### src/rtl/instr_fetch_ctrl_if.sv
// Fetch controller bundle: program-memory port, instruction bus and execution-FSM handshakes.
// master = the fetch controller, slave = memory / execution FSMs / supervisor side.
interface instr_fetch_ctrl_if #(
    parameter int PC_W = 6
);
    logic            run;
    logic [15:0]     memData;
    logic            memRd;
    logic [PC_W-1:0] memAddr;
    logic [15:0]     instruction;
    logic            pcInc;
    logic            done;
    logic [PC_W-1:0] pc;
    logic            busy;
    logic            halted;
    logic            fault;

    modport master (
        input  run, memData, pcInc, done,
        output memRd, memAddr, instruction, pc, busy, halted, fault
    );

    modport slave (
        output run, memData, pcInc, done,
        input  memRd, memAddr, instruction, pc, busy, halted, fault
    );
endinterface

### src/rtl/instr_fetch_ctrl.sv
// Instruction fetch/dispatch: owns pc, reads sync program memory, presents each word until done,
// then one bubble word so every execution FSM is back in its initial state.
//
// state   | meaning
// IDLE    | waiting for run, idle word on the bus
// FETCH   | memRd strobe for address pc
// LATCH   | memData captured; halt opcode ends here
// EXEC    | word presented, pcInc honoured, waiting for done or timeout
// BUBBLE  | one idle-word cycle, then fetch again or go idle
// HALTED  | parked until reset; fault tells timeout from halt opcode
module instr_fetch_ctrl #(
    parameter int          PC_W      = 6,
    parameter logic [15:0] IDLE_WORD = 16'hF000,
    parameter logic [3:0]  HALT_OP   = 4'hE,
    parameter int          TIMEOUT   = 15
) (
    input logic                clk,
    input logic                rst,
    instr_fetch_ctrl_if.master bus
);
    localparam int               CNT_W    = (TIMEOUT > 1) ? $clog2(TIMEOUT) : 1;
    localparam logic [CNT_W-1:0] CNT_LAST = CNT_W'(TIMEOUT - 1);

    typedef enum logic [2:0] {
        S_IDLE,
        S_FETCH,
        S_LATCH,
        S_EXEC,
        S_BUBBLE,
        S_HALTED
    } state_t;

    state_t           state;
    logic [PC_W-1:0]  pc_q;
    logic [15:0]      ir_q;
    logic             mem_rd_q;
    logic             busy_q;
    logic             halted_q;
    logic             fault_q;
    logic [CNT_W-1:0] cnt_q;

    // The IR doubles as the instruction bus register; it holds the idle word outside EXEC.
    always_ff @(posedge clk) begin
        if (!rst) begin
            state    <= S_IDLE;
            pc_q     <= '0;
            ir_q     <= IDLE_WORD;
            mem_rd_q <= 1'b0;
            busy_q   <= 1'b0;
            halted_q <= 1'b0;
            fault_q  <= 1'b0;
            cnt_q    <= '0;
        end else begin
            case (state)
                S_IDLE: begin
                    if (bus.run) begin
                        state    <= S_FETCH;
                        mem_rd_q <= 1'b1;
                        busy_q   <= 1'b1;
                    end
                end
                S_FETCH: begin
                    state    <= S_LATCH;
                    mem_rd_q <= 1'b0;
                end
                S_LATCH: begin
                    if (bus.memData[15:12] == HALT_OP) begin
                        state    <= S_HALTED;
                        busy_q   <= 1'b0;
                        halted_q <= 1'b1;
                    end else begin
                        state <= S_EXEC;
                        ir_q  <= bus.memData;
                        cnt_q <= '0;
                    end
                end
                S_EXEC: begin
                    if (bus.pcInc) begin
                        pc_q <= pc_q + PC_W'(1);
                    end
                    if (bus.done) begin
                        state <= S_BUBBLE;
                        ir_q  <= IDLE_WORD;
                    end else if (cnt_q == CNT_LAST) begin
                        state    <= S_HALTED;
                        ir_q     <= IDLE_WORD;
                        busy_q   <= 1'b0;
                        halted_q <= 1'b1;
                        fault_q  <= 1'b1;
                    end else begin
                        cnt_q <= cnt_q + CNT_W'(1);
                    end
                end
                S_BUBBLE: begin
                    if (bus.run) begin
                        state    <= S_FETCH;
                        mem_rd_q <= 1'b1;
                    end else begin
                        state  <= S_IDLE;
                        busy_q <= 1'b0;
                    end
                end
                S_HALTED: begin
                    state <= S_HALTED;
                end
                default: begin
                    state <= S_IDLE;
                end
            endcase
        end
    end

    assign bus.memRd       = mem_rd_q;
    assign bus.memAddr     = pc_q;
    assign bus.pc          = pc_q;
    assign bus.instruction = ir_q;
    assign bus.busy        = busy_q;
    assign bus.halted      = halted_q;
    assign bus.fault       = fault_q;
endmodule
### src/flat_wrapper.sv
// flat-port wrapper written by rule: the top's interface ports become plain ports
module instr_fetch_ctrl_flat 
#(
    parameter int          PC_W      = 6,
    parameter logic [15:0] IDLE_WORD = 16'hF000,
    parameter logic [3:0]  HALT_OP   = 4'hE,
    parameter int          TIMEOUT   = 15
)
  (clk, rst, bus_run, bus_memData, bus_pcInc, bus_done, bus_memRd, bus_memAddr, bus_instruction, bus_pc, bus_busy, bus_halted, bus_fault);
  instr_fetch_ctrl_if #(.PC_W(PC_W)) bus_i ();
  input logic clk;
  input logic rst;
  input wire logic [$bits(bus_i.run)-1:0] bus_run;
  input wire logic [$bits(bus_i.memData)-1:0] bus_memData;
  input wire logic [$bits(bus_i.pcInc)-1:0] bus_pcInc;
  input wire logic [$bits(bus_i.done)-1:0] bus_done;
  output wire logic [$bits(bus_i.memRd)-1:0] bus_memRd;
  output wire logic [$bits(bus_i.memAddr)-1:0] bus_memAddr;
  output wire logic [$bits(bus_i.instruction)-1:0] bus_instruction;
  output wire logic [$bits(bus_i.pc)-1:0] bus_pc;
  output wire logic [$bits(bus_i.busy)-1:0] bus_busy;
  output wire logic [$bits(bus_i.halted)-1:0] bus_halted;
  output wire logic [$bits(bus_i.fault)-1:0] bus_fault;
  assign bus_i.run = bus_run;
  assign bus_i.memData = bus_memData;
  assign bus_i.pcInc = bus_pcInc;
  assign bus_i.done = bus_done;
  assign bus_memRd = bus_i.memRd;
  assign bus_memAddr = bus_i.memAddr;
  assign bus_instruction = bus_i.instruction;
  assign bus_pc = bus_i.pc;
  assign bus_busy = bus_i.busy;
  assign bus_halted = bus_i.halted;
  assign bus_fault = bus_i.fault;
  instr_fetch_ctrl #(.PC_W(PC_W), .IDLE_WORD(IDLE_WORD), .HALT_OP(HALT_OP), .TIMEOUT(TIMEOUT)) u_core (.clk(clk), .rst(rst), .bus(bus_i));
endmodule
### config.mk
export PLATFORM = sky130hd
export DESIGN_NAME = instr_fetch_ctrl_flat
export DESIGN_NICKNAME = d
export VERILOG_FILES = /design/src/rtl/instr_fetch_ctrl_if.sv /design/src/rtl/instr_fetch_ctrl.sv /design/src/flat_wrapper.sv
export SDC_FILE = /design/constraint.sdc
export NUM_CORES = 1
export LEC_CHECK = 0
export CAP_MARGIN = 20
export CORE_UTILIZATION = 25
export CTS_BUF_LIST = sky130_fd_sc_hd__clkbuf_8
export DETAILED_ROUTE_END_ITERATION = 10
export SLEW_MARGIN = 25
export SYNTH_ARGS = -nofsm -noshare
export SYNTH_HDL_FRONTEND = slang
export SYNTH_SLANG_ARGS = --single-unit
### constraint.sdc
create_clock -name clk -period 1.6 [get_ports clk]
set_input_delay 0.16 -clock clk [delete_from_list [all_inputs] [get_ports clk]]
set_output_delay 0.16 -clock clk [all_outputs]
set_load 0.05 [all_outputs]
; Word level (Yosys, flattened, before mapping)
; Index checks and enable logic that the tools add are counted.
[totals]
regBits = 33
input_bits = 21
wordCells = 65
[op_classes]
n_addsub = 2
eq_ne = 16
muxes = 25
bitwise = 1
n_reduce_logical = 13
[ops]
columns = cell, count
row1 = $mux 16, 3
row2 = $pmux 16 s2, 1
row3 = $pmux 3 s6, 1
row4 = $mux 3, 4
row5 = $mux 4, 3
row6 = $ne 2x2->1 const B, 5
row7 = $mux 1, 9
row8 = $eq 4x4->1 const B, 2
row9 = $pmux 4 s2, 1
row10 = $reduce_and 4->1, 2
row11 = $add 6x1->6 const B, 1
row12 = $eq 3x2->1 const B, 2
row13 = $eq 3x3->1 const B, 2
row14 = $ne 2x1->1 const B, 3
row15 = $reduce_and 2->1, 3
row16 = $reduce_and 3->1, 2
row17 = $reduce_and 6->1, 1
row18 = $add 4x1->4 const B, 1
row19 = $pmux 1 s2, 2
row20 = $pmux 1 s4, 1
row21 = $reduce_bool 2->1, 2
row22 = $reduce_bool 4->1, 1
row23 = $eq 3x1->1 const B, 1
row24 = $logic_not 3->1, 1
row25 = 3 further kinds, 3

; Longest topological paths before layout
; Gate-level depths: netlist (run 1).
[logic_depth]
depth_word = 4
depth_mapped = 7

; Least setup slack after synthesis (run 1)
; No wires, ideal clock.
[synth_timing]
kind = register -> register
startpoint = register u_core.cnt_q[0]
endpoint = register u_core.cnt_q[1]
setup_time_ns = 0.074
arrival_time_ns = 1.552
required_time_ns = 1.526
setup_slack_ns = -0.027
stages_incl_launch_ff = 7
cell_sequence = dfxtp_1 -> inv_1 -> ha_1 -> and3_1 -> buf_2 -> or4_1 -> a31oi_1
[synth_via]
elab_chain_len = 4
elab_cells_between_ends = 7
[synth_lines]
columns = element, line_no
row1 = from (decl), instr_fetch_ctrl.sv:40  ; logic [CNT_W-1:0] cnt_q;
row2 = from (signal assigned), instr_fetch_ctrl.sv:91  ; cnt_q <= cnt_q + CNT_W'(1);
row3 = $add 4x1->4, instr_fetch_ctrl.sv:91
row4 = $mux 4, instr_fetch_ctrl.sv:84  ; end else if (cnt_q == CNT_LAST) begin
row5 = $mux 4, instr_fetch_ctrl.sv:81  ; if (bus.done) begin
row6 = $pmux 4 s2, instr_fetch_ctrl.sv:54  ; case (state)
; Several ways; a longest one is shown, not always the timed one. The select of a mux whose other input is x is not followed.
; A chain may end at the register's enable or synchronous reset.

; Final worst setup path (run 1)
; Same ends and word-level chain as after synthesis.

==> flow_metrics.tcl, run 1 <==
set metrics [dict create \
    placed_cells 292 \
    critical-path-slowest-cell "or4_1" \
    crit_path_end_kind "flip-flop" \
    grt_pass1_vias 1316 \
    syn_inst 162 \
    worstSetupPathType "flip-flop to flip-flop" \
    min_path_type "primary input to flip-flop" \
    holdWs_ns 0.467 \
    core_um2 5920 \
    peakVddDrop_v 0.000437 \
    grtUsageTotal_pct 12.1 \
    n_fill_cell 607 \
    synth_edf_count 0 \
    rows 28 \
    required_ns 1.82 \
    drtPass1Iterations 4 \
    finClkSkew_ns 0.00521 \
    io_pins 53 \
    syn_avg_cell_area_um2 9.42 \
    cts_tree "done" \
    dp_hpwl_um 2630 \
    viasPerCell 4.54 \
    ys_ff_latch 33 \
    clock_path_buffers 2 \
    via_count 1362 \
    die_h_um 80.1 \
    p_per_area_nw_per_um2 917 \
    gp_congestion 0.821 \
    yosysWarnings 0 \
    drive_gt1_share_pct 31.1 \
    finalSetupViolations 0 \
    cts_hold_repair.buffers 0 \
    max-slew-margin-rel_pct 74.4 \
    pwr-share-comb_pct 23.7 \
    net-switching-power_uw 632 \
    fp.dieW_um 80.1 \
    cts.sinks 33 \
    hold_viol 0 \
    synth_commonest_cells "dfxtp_1 (33), nand2_1 (14), a21oi_1 (13), nor2_1 (10), a22o_1 (9)" \
    netlist_area_um2 1530 \
    final_cells 300 \
    ys.flop_type "dfxtp_1" \
    synth_top_area_cell "dfxtp_1" \
    cp_num_buf_inv 1 \
    place_area_um2 2090 \
    leakage_nw 0.898 \
    dr.first_iter.drc_count 78 \
    setup_ws_ns 0.0750 \
    tightest_slew_ns 0.382 \
    nets 248 \
    period_needed_ns 1.52 \
    syn-num-nets 186 \
    h-tree-depth 2 \
    drc 0 \
    cp_max_fo 4 \
    yosysMostFrequentCell "dfxtp_1" \
    yosysUniqueCellTypes 45 \
    sw_frac_of_total_pct 31.7 \
    seq_power_share_pct 45.1 \
    yosysSeqAreaShare_pct 43.3 \
    cts_root_buf "clkbuf_8" \
    grt_setup_unrepaired "no" \
    antenna_found_initial 0 \
    final_area_um2 2170 \
    yosysTopAreaCellShare_pct 43.3 \
    area_delta_synth_final_pct 42.4 \
    port_buffers 52 \
    start_kind "flip-flop" \
    place_ws_ns -0.0366 \
    grt_max_degree 16 \
    r2r_slack_ns 0.08 \
    critical_path.top_delay_family "simple AND/OR/NAND/NOR gates" \
    maxCapViolations 0 \
    clk_pin_slew_ns 0.07 \
    antennaDiodeCount 0 \
    p_int_mw 1.36 \
    clock_latency_ns 0.29 \
    initial_core_util_pct 25.8 \
    pwr-share-clk_pct 31.2 \
    max_stage_delay_ns 0.47 \
    max_freq_mhz 656 \
    final_antenna_net_count 0 \
    gr-total-overflow 0 \
    dieArea_um2 6420 \
    grt_pass1_wl_um 5900 \
    synth_area_leaders "dfxtp_1 (43%), a22o_1 (5.2%), a21oi_1 (4.3%), buf_4 (3.9%), nand2_1 (3.4%)" \
    async_flop_share_pct 0 \
    numCtsBuffers 5 \
    period_share_pct 95.3 \
    outcome "finished, final reports clean" \
    drt_wl_total_um 3500 \
    arrival_ns 1.74 \
    wl_per_cell_um 11.7 \
    path_cells "inv_1, ha_1, and3_1, or4_1, a31oi_1" \
    slew_viol_final 0 \
]
[power groups by stage]
stage               clock [mW]  sequential [mW]  combinational, mW
finish                   0.622            0.899              0.471
global route             0.693            0.905              0.506
CTS                      0.657            0.898              0.474
detailed placement           0            0.916              0.474
global placement             0            0.917              0.473
floorplan                    0             1.02              0.189
[per-layer routing]
layer / up-vias / wire length [um] / global-route usage [%]
met3: 4 / 213 / 4.66
li1: 706 / - / -
met2: 38 / 1650 / 20.4
met4: 0 / 57 / 5.36
met1: 614 / 1580 / 13.3
met5: - / 0 / 0
[repair_timing]
item,in CTS,in global routing
setup endpoints to repair,0,2
endpoints found under the hold margin,0,0
setup buffers,0,0
resized for setup,0,1
[flip-flops by register name, indices dropped and copies added (netlist names)]
signal / cells
u_core.bus.instruction: 16
u_core.bus.memAddr: 6
u_core.cnt_q: 4
u_core.state: 3
u_core.bus.busy: 1
u_core.bus.fault: 1
u_core.bus.halted: 1
u_core.bus.memRd: 1
[layout make-up]
class	count	area, um2	area share (%)
clock buffers	5	68.8	3.17
clock inverters	3	17.5	0.806
inverters	5	18.8	0.864
multi-input cells	109	736	33.9
flip-flops and latches	33	663	30.5
well taps	75	93.8	4.32
repair buffers	70	576	26.5
[path summary, 6_finish.rpt]
check                                  startpoint                   endpoint  cells past startpoint
worst max-delay path              u_core.cnt_q[0]            u_core.cnt_q[1]                      5
worst min-delay path               bus_memData[2]  u_core.bus.instruction[2]                      2
worst max register to register    u_core.cnt_q[0]            u_core.cnt_q[1]                      5
worst min register to register  u_core.bus.halted          u_core.bus.halted                      1
[logic make-up (layout without fill, tap and decap cells)]
family | Yosys count | count (layout) | synth area share, %
adders and majority gates | 3 | 3 | 2.46
xor gates and xnor gates | 4 | 4 | 2.30
DFF | 33 | 33 | 43.3
AOI/OAI and AO/OA | 45 | 45 | 20.7
muxes | 1 | 1 | 0.656
and+or+nand+nor | 56 | 56 | 22.1
buffers and inverters | 20 | 83 | 8.52
[cells in the final DEF (no fill, tap or decap), drive strengths merged]
cell	Yosys	layout
buf	13	50
dfxtp	33	33
clkdlybuf4s50	0	20
nand2	14	14
a21oi	13	13
nor2	11	11
a22o	9	9
nand3	7	7
nor3	7	7
o21ai	6	6
clkbuf	2	5
inv	5	5
o22ai	4	4
a22oi	3	3
xnor2	3	3
o211ai	3	3
ha	3	3
nor2b	3	3
and3	2	2
nand3b	2	2
a31oi	2	2
or3	2	2
clkinv	0	2
nand4b	2	2
nand2b	2	2
and4b	1	1
a221oi	1	1
o221ai	1	1
o41ai	1	1
a211o	1	1
nand4	1	1
mux2i	1	1
o21a	1	1
xor2	1	1
or4	1	1
nor4	1	1
clkinvlp	0	1
[metrics by stage]
| stage | util [%] | power (mW) | TNS (ns) |
|---|---|---|---|
| finish | 36.7 | 1.99 | 0 |
| global route | 36.7 | 2.10 | 0 |
| CTS | 36.7 | 2.03 | 0 |
| detailed placement | 35.2 | 1.39 | -0.260 |
| global placement | 35.2 | 1.39 | -0.0892 |
| floorplan | - | 1.21 | 0 |
No activity file was read; power rests on OpenSTA's default activity.
==> run 2, diff against run 1 <==
- CORE_MARGIN: not set -> 2
==> flow_metrics.tcl, run 2 (same netlist as run 1, synthesis figures left out) <==
set metrics [dict create \
    slew_viol_final 0 \
    max_stage_delay_ns 0.48 \
    n_fill_cell 611 \
    dieArea_um2 6750 \
    path_cells "inv_1, ha_1, and3_1, or4_1, a31oi_1" \
    antennaDiodeCount 0 \
    start_kind "flip-flop" \
    seq_power_share_pct 45.0 \
    r2r_slack_ns 0.07 \
    period_share_pct 95.5 \
    hold_viol 0 \
    clock_path_buffers 2 \
    cts_hold_repair.buffers 0 \
    gr-total-overflow 0 \
    pwr-share-comb_pct 24.2 \
    die_h_um 82.1 \
    critical_path.top_delay_family "simple AND/OR/NAND/NOR gates" \
    crit_path_end_kind "flip-flop" \
    clock_latency_ns 0.28 \
    wl_per_cell_um 12.6 \
    viasPerCell 4.67 \
    mostFrequentLayoutCells "buf_4 (52), dfxtp_1 (32), clkdlybuf4s50_1 (20)" \
    p_int_mw 1.40 \
    tightest_slew_ns 0.398 \
    clk_pin_slew_ns 0.07 \
    crit_path_start "u_core.cnt_q[0]" \
    sw_frac_of_total_pct 30.2 \
    peakVddDrop_v 0.000408 \
    dp_hpwl_um 2860 \
    nets 250 \
    maxCapViolations 0 \
    leakage_nw 0.913 \
    dr.first_iter.drc_count 71 \
    max_freq_mhz 654 \
    r2r-start "u_core.cnt_q[0]" \
    numCtsBuffers 5 \
    grt_max_degree 12 \
    pwr-share-clk_pct 30.9 \
    cts.sinks 33 \
    rows 28 \
    drtPass1Iterations 4 \
    drive_gt1_share_pct 31.4 \
    critical-path-slowest-cell "or4_1" \
    port_buffers 52 \
    drc 0 \
    grt_pass1_wl_um 6180 \
    arrival_ns 1.74 \
    largest_register_ffs 16 \
    min_path_type "flip-flop to flip-flop" \
    worstSetupPathType "flip-flop to flip-flop" \
    ff2ff_path_depth 5 \
    max-slew-margin-rel_pct 73.5 \
    cp_max_fo 4 \
    setup_ws_ns 0.0716 \
    hp-start "u_core.bus.halted" \
    fp.dieW_um 82.1 \
    io_pins 53 \
    cp_num_buf_inv 1 \
    p_per_area_nw_per_um2 915 \
    h-tree-depth 2 \
    cts_root_buf "clkbuf_8" \
    area_delta_synth_final_pct 43.9 \
    cts_tree "done" \
    initial_core_util_pct 25.8 \
    core_um2 5920 \
    required_ns 1.81 \
    drt_wl_total_um 3780 \
    finalSetupViolations 0 \
    outcome "finished, final reports clean" \
    min_path_cells 1 \
    finClkSkew_ns 0.00329 \
    place_ws_ns -0.00390 \
    final_area_um2 2200 \
    hold_end "u_core.bus.halted" \
    grt_pass1_vias 1279 \
    period_needed_ns 1.53 \
    net-switching-power_uw 606 \
    antenna_found_initial 0 \
    place_area_um2 2100 \
    grtUsageTotal_pct 12.2 \
    mostFrequentLayoutCell "buf_4" \
    final_util_pct 37.1 \
    final_antenna_net_count 0 \
    via_count 1406 \
    reg2reg_to "u_core.cnt_q[1]" \
    gp_congestion 0.854 \
    grt_setup_unrepaired "no" \
]
## run 2: changes by cell type in the layout (fill, tap and decap cells not counted)
cell | previous run | this run
clkbuf_8 | 5 | 6
dfxtp_2 | 2 | 1
inv_1 | 4 | 5
nor4_2 | 0 | 1
nor4_1 | 1 | 0
dfxtp_1 | 31 | 32
nor2b_2 | 1 | 2
clkinvlp_4 | 1 | 0
clkinv_2 | 2 | 0
nor2b_1 | 2 | 1
buf_4 | 50 | 52
## run 2: final cells by class
type                    count  area (um2)  share of cell area (%)
repair buffers             72         591                    26.9
well taps                  75        93.8                    4.27
inverters                   5        18.8                   0.855
flip-flops and latches     33         662                    30.1
clock buffers               6        82.6                    3.76
clock inverters             1        3.75                   0.171
multi-input cells         109         744                    33.9
## run 2: worst max path at each step
stage	end	slack (ns)	depth (start not counted)
6_report	u_core.cnt_q[1]	0.07	5
3_5_place_dp	u_core.bus.instruction[5]	-0.004	5
5_1_grt	u_core.bus.instruction[10]	0.02	6
4_1_cts	u_core.cnt_q[1]	0.07	5
2_1_floorplan	u_core.cnt_q[1]	0.02	6
3_3_place_gp	u_core.bus.instruction[11]	-0.007	6
## run 2: layer usage
layer | global-route usage [%] | share of wire, % | vias up
li1 | - | - | 708
met1 | 15.6 | 47 | 644
met2 | 19.2 | 46 | 47
met3 | 4.02 | 6.4 | 7
met4 | 4.00 | 1.1 | 0
met5 | 0 | 0 | -
## run 2: per-stage QoR
step	std cells	hold WS [ns]	setup TNS [ns]	power, mW
2_1_floorplan	162	0.293	0	1.21
3_3_place_gp	294	0.453	-0.0105	1.40
3_5_place_dp	294	0.457	-0.00390	1.40
4_1_cts	301	0.476	0	2.03
5_1_grt	301	0.474	0	2.11
6_report	301	0.482	0	2.01
## run 2: timing repair
action / in CTS / in global routing
endpoints found under the setup margin: 0 / 4
resized for setup: 0 / 2
buffers inserted: 0 / 0
hold endpoints to repair: 0 / 0
## run 2: power by group through the flow
stage	Combinational, mW	Clock (mW)	Sequential [mW]
floorplan	0.189	0	1.02
global placement	0.481	0	0.920
detailed placement	0.485	0	0.920
CTS	0.485	0.647	0.902
global route	0.523	0.679	0.908
finish	0.485	0.620	0.903
==> run 3, diff against run 2 <==
- ABC_AREA: not set -> 1
- CTS_CLUSTER_SIZE: not set -> 25
==> flow_metrics.tcl, run 3 <==
set metrics [dict create \
    ys_ff_latch 33 \
    syn_avg_cell_area_um2 7.14 \
    net-switching-power_uw 845 \
    peakVddDrop_v 0.000481 \
    outcome "finished, final reports clean" \
    pwr-share-clk_pct 26.6 \
    cts_hold_repair.buffers 0 \
    grtUsageTotal_pct 12.1 \
    crit_path_end_kind "flip-flop" \
    cts.sinks 33 \
    mostFrequentLayoutCells "nand2_1 (58), buf_4 (40), dfxtp_1 (33)" \
    final_antenna_net_count 0 \
    power_mw 2.29 \
    place_ws_ns 0.0599 \
    seq_power_share_pct 41.5 \
    drt_wl_total_um 4000 \
    yosysTopAreaCellShare_pct 41.8 \
    grt_max_degree 17 \
    synth_top_area_cell "dfxtp_1" \
    min_path_type "primary input to flip-flop" \
    finClkSkew_ns 0.00536 \
    final_util_pct 36.3 \
    hold_viol 0 \
    mostFrequentLayoutCell "nand2_1" \
    clock_path_buffers 2 \
    maxCapViolations 0 \
    cp.depth 6 \
    cp_max_fo 10 \
    period_share_pct 90.0 \
    holdWs_ns 0.433 \
    post_cts_resized 0 \
    critical-path-slowest-cell "dfxtp_1" \
    period_needed_ns 1.44 \
    tightest_slew_ns 0.348 \
    max_stage_delay_ns 0.48 \
    synth_edf_count 0 \
    rows 28 \
    p_per_area_nw_per_um2 1050 \
    syn_inst 221 \
    h-tree-depth 2 \
    port_buffers 52 \
    drtPass1Iterations 4 \
    arrival_ns 1.63 \
    ys.flop_type "dfxtp_1" \
    path_cells "inv_2, nor2_8, nand2_1, inv_1, a21oi_1, o21a_1" \
    dp_hpwl_um 2930 \
    max-slew-margin-rel_pct 76.7 \
    yosysSeqAreaShare_pct 41.8 \
    min_path_cells 3 \
    async_flop_share_pct 0 \
    cts_tree "done" \
    grt_pass1_wl_um 6770 \
    antenna_found_initial 0 \
    core_um2 6030 \
    p_int_mw 1.45 \
    cts_root_buf "clkbuf_8" \
    area_delta_synth_final_pct 38.6 \
    setup_ws_ns 0.159 \
    leakage_nw 0.994 \
    finalSetupViolations 0 \
    numCtsBuffers 5 \
    start_kind "flip-flop" \
    antennaDiodeCount 0 \
    max_freq_mhz 694 \
    nets 301 \
    gp_congestion 0.794 \
    io_pins 53 \
    final_cells 353 \
    fp.dieW_um 83.5 \
    ff2ff_path_depth 6 \
    via_count 1561 \
    syn-num-nets 245 \
    dr.first_iter.drc_count 30 \
    placed_cells 345 \
    yosysWarnings 0 \
    gr-total-overflow 0 \
    sw_frac_of_total_pct 36.9 \
    synth_commonest_cells "nand2_1 (59), dfxtp_1 (33), nor2_1 (26), nand3_1 (25), a21oi_1 (21)" \
    dieArea_um2 6970 \
    pwr-share-comb_pct 31.9 \
    required_ns 1.79 \
    yosysUniqueCellTypes 25 \
    cp_num_buf_inv 2 \
    critical_path.top_delay_family "flip-flops" \
    viasPerCell 4.42 \
    slew_viol_final 0 \
    worstSetupPathType "flip-flop to flip-flop" \
    post_cts_buffers 0 \
    clock_latency_ns 0.29 \
    grt_pass1_vias 1480 \
    clk_pin_slew_ns 0.07 \
    synth_area_leaders "dfxtp_1 (42%), nand2_1 (14%), nand3_1 (7.9%), a21oi_1 (6.7%), nor2_1 (6.2%)" \
    drive_gt1_share_pct 20.9 \
    n_fill_cell 660 \
    die_h_um 83.5 \
    yosysMostFrequentCell "nand2_1" \
    initial_core_util_pct 26.2 \
    netlist_area_um2 1580 \
    wl_per_cell_um 11.3 \
    largest_register_ffs 16 \
    drc 0 \
]
run 3: changes by cell type after synthesis, moves of 8 or more:
cell | before | now
nand3_1 | 6 | 25
nor2_1 | 10 | 26
nand2_1 | 14 | 59
a22o_1 | 9 | 0
a21oi_1 | 13 | 21
inv_1 | 4 | 14
run 3: power by group through the flow:
stage,sequential [mW],clock (mW),combinational (mW)
global placement,0.970,0,0.725
finish,0.951,0.610,0.731
floorplan,1.17,0,0.293
detailed placement,0.970,0,0.730
CTS,0.952,0.636,0.732
global route,0.963,0.668,0.805
run 3: cell type report:
| cell class | count | area, um2 | area share (%) |
|---|---|---|---|
| multi-input combinational | 160 | 787 | 36.0 |
| sequential | 33 | 661 | 30.2 |
| timing repair buffer | 60 | 500 | 22.9 |
| tap | 75 | 93.8 | 4.29 |
| clock buffer | 5 | 68.8 | 3.14 |
| inverter | 17 | 63.8 | 2.92 |
| clock inverter | 3 | 13.8 | 0.629 |
run 3: stage by stage:
stage               setup TNS, ns  cell area [um2]
detailed placement              0             2100
global placement                0             2100
floorplan                       0             1580
global route              -0.0126             2190
CTS                             0             2180
finish                          0             2190
run 3: path summary, 6_finish.rpt:
check        slack [ns]                   endpoint              start
max                0.16      u_core.bus.memAddr[0]    u_core.state[0]
min                0.43  u_core.bus.instruction[3]     bus_memData[3]
max reg2reg        0.16      u_core.bus.memAddr[0]    u_core.state[0]
min reg2reg        0.46          u_core.bus.halted  u_core.bus.halted
run 3: metal layers:
metal	routed length, um	vias to the layer above	track usage (%)
li1	-	825	-
met1	1880	690	14.4
met2	1770	37	19.5
met3	269	9	4.06
met4	79	0	5.87
met5	0	-	0
run 3: tightest hold or removal path: stages:
cell and delay, ns:
clkdlybuf4s50_1 0.39, nand3_1 0.07, a21oi_1 0.05
run 3: cells by family (layout without fill, tap and decap cells):
| kind of cell | count (synthesis) | after routing | synth area share [%] |
|---|---|---|---|
| flops | 33 | 33 | 41.8 |
| fa+ha+maj | 3 | 3 | 2.38 |
| simple gates | 122 | 122 | 34.8 |
| buf+inv | 28 | 85 | 8.80 |
| compound gates | 33 | 33 | 11.1 |
| xor+xnor | 2 | 2 | 1.11 |
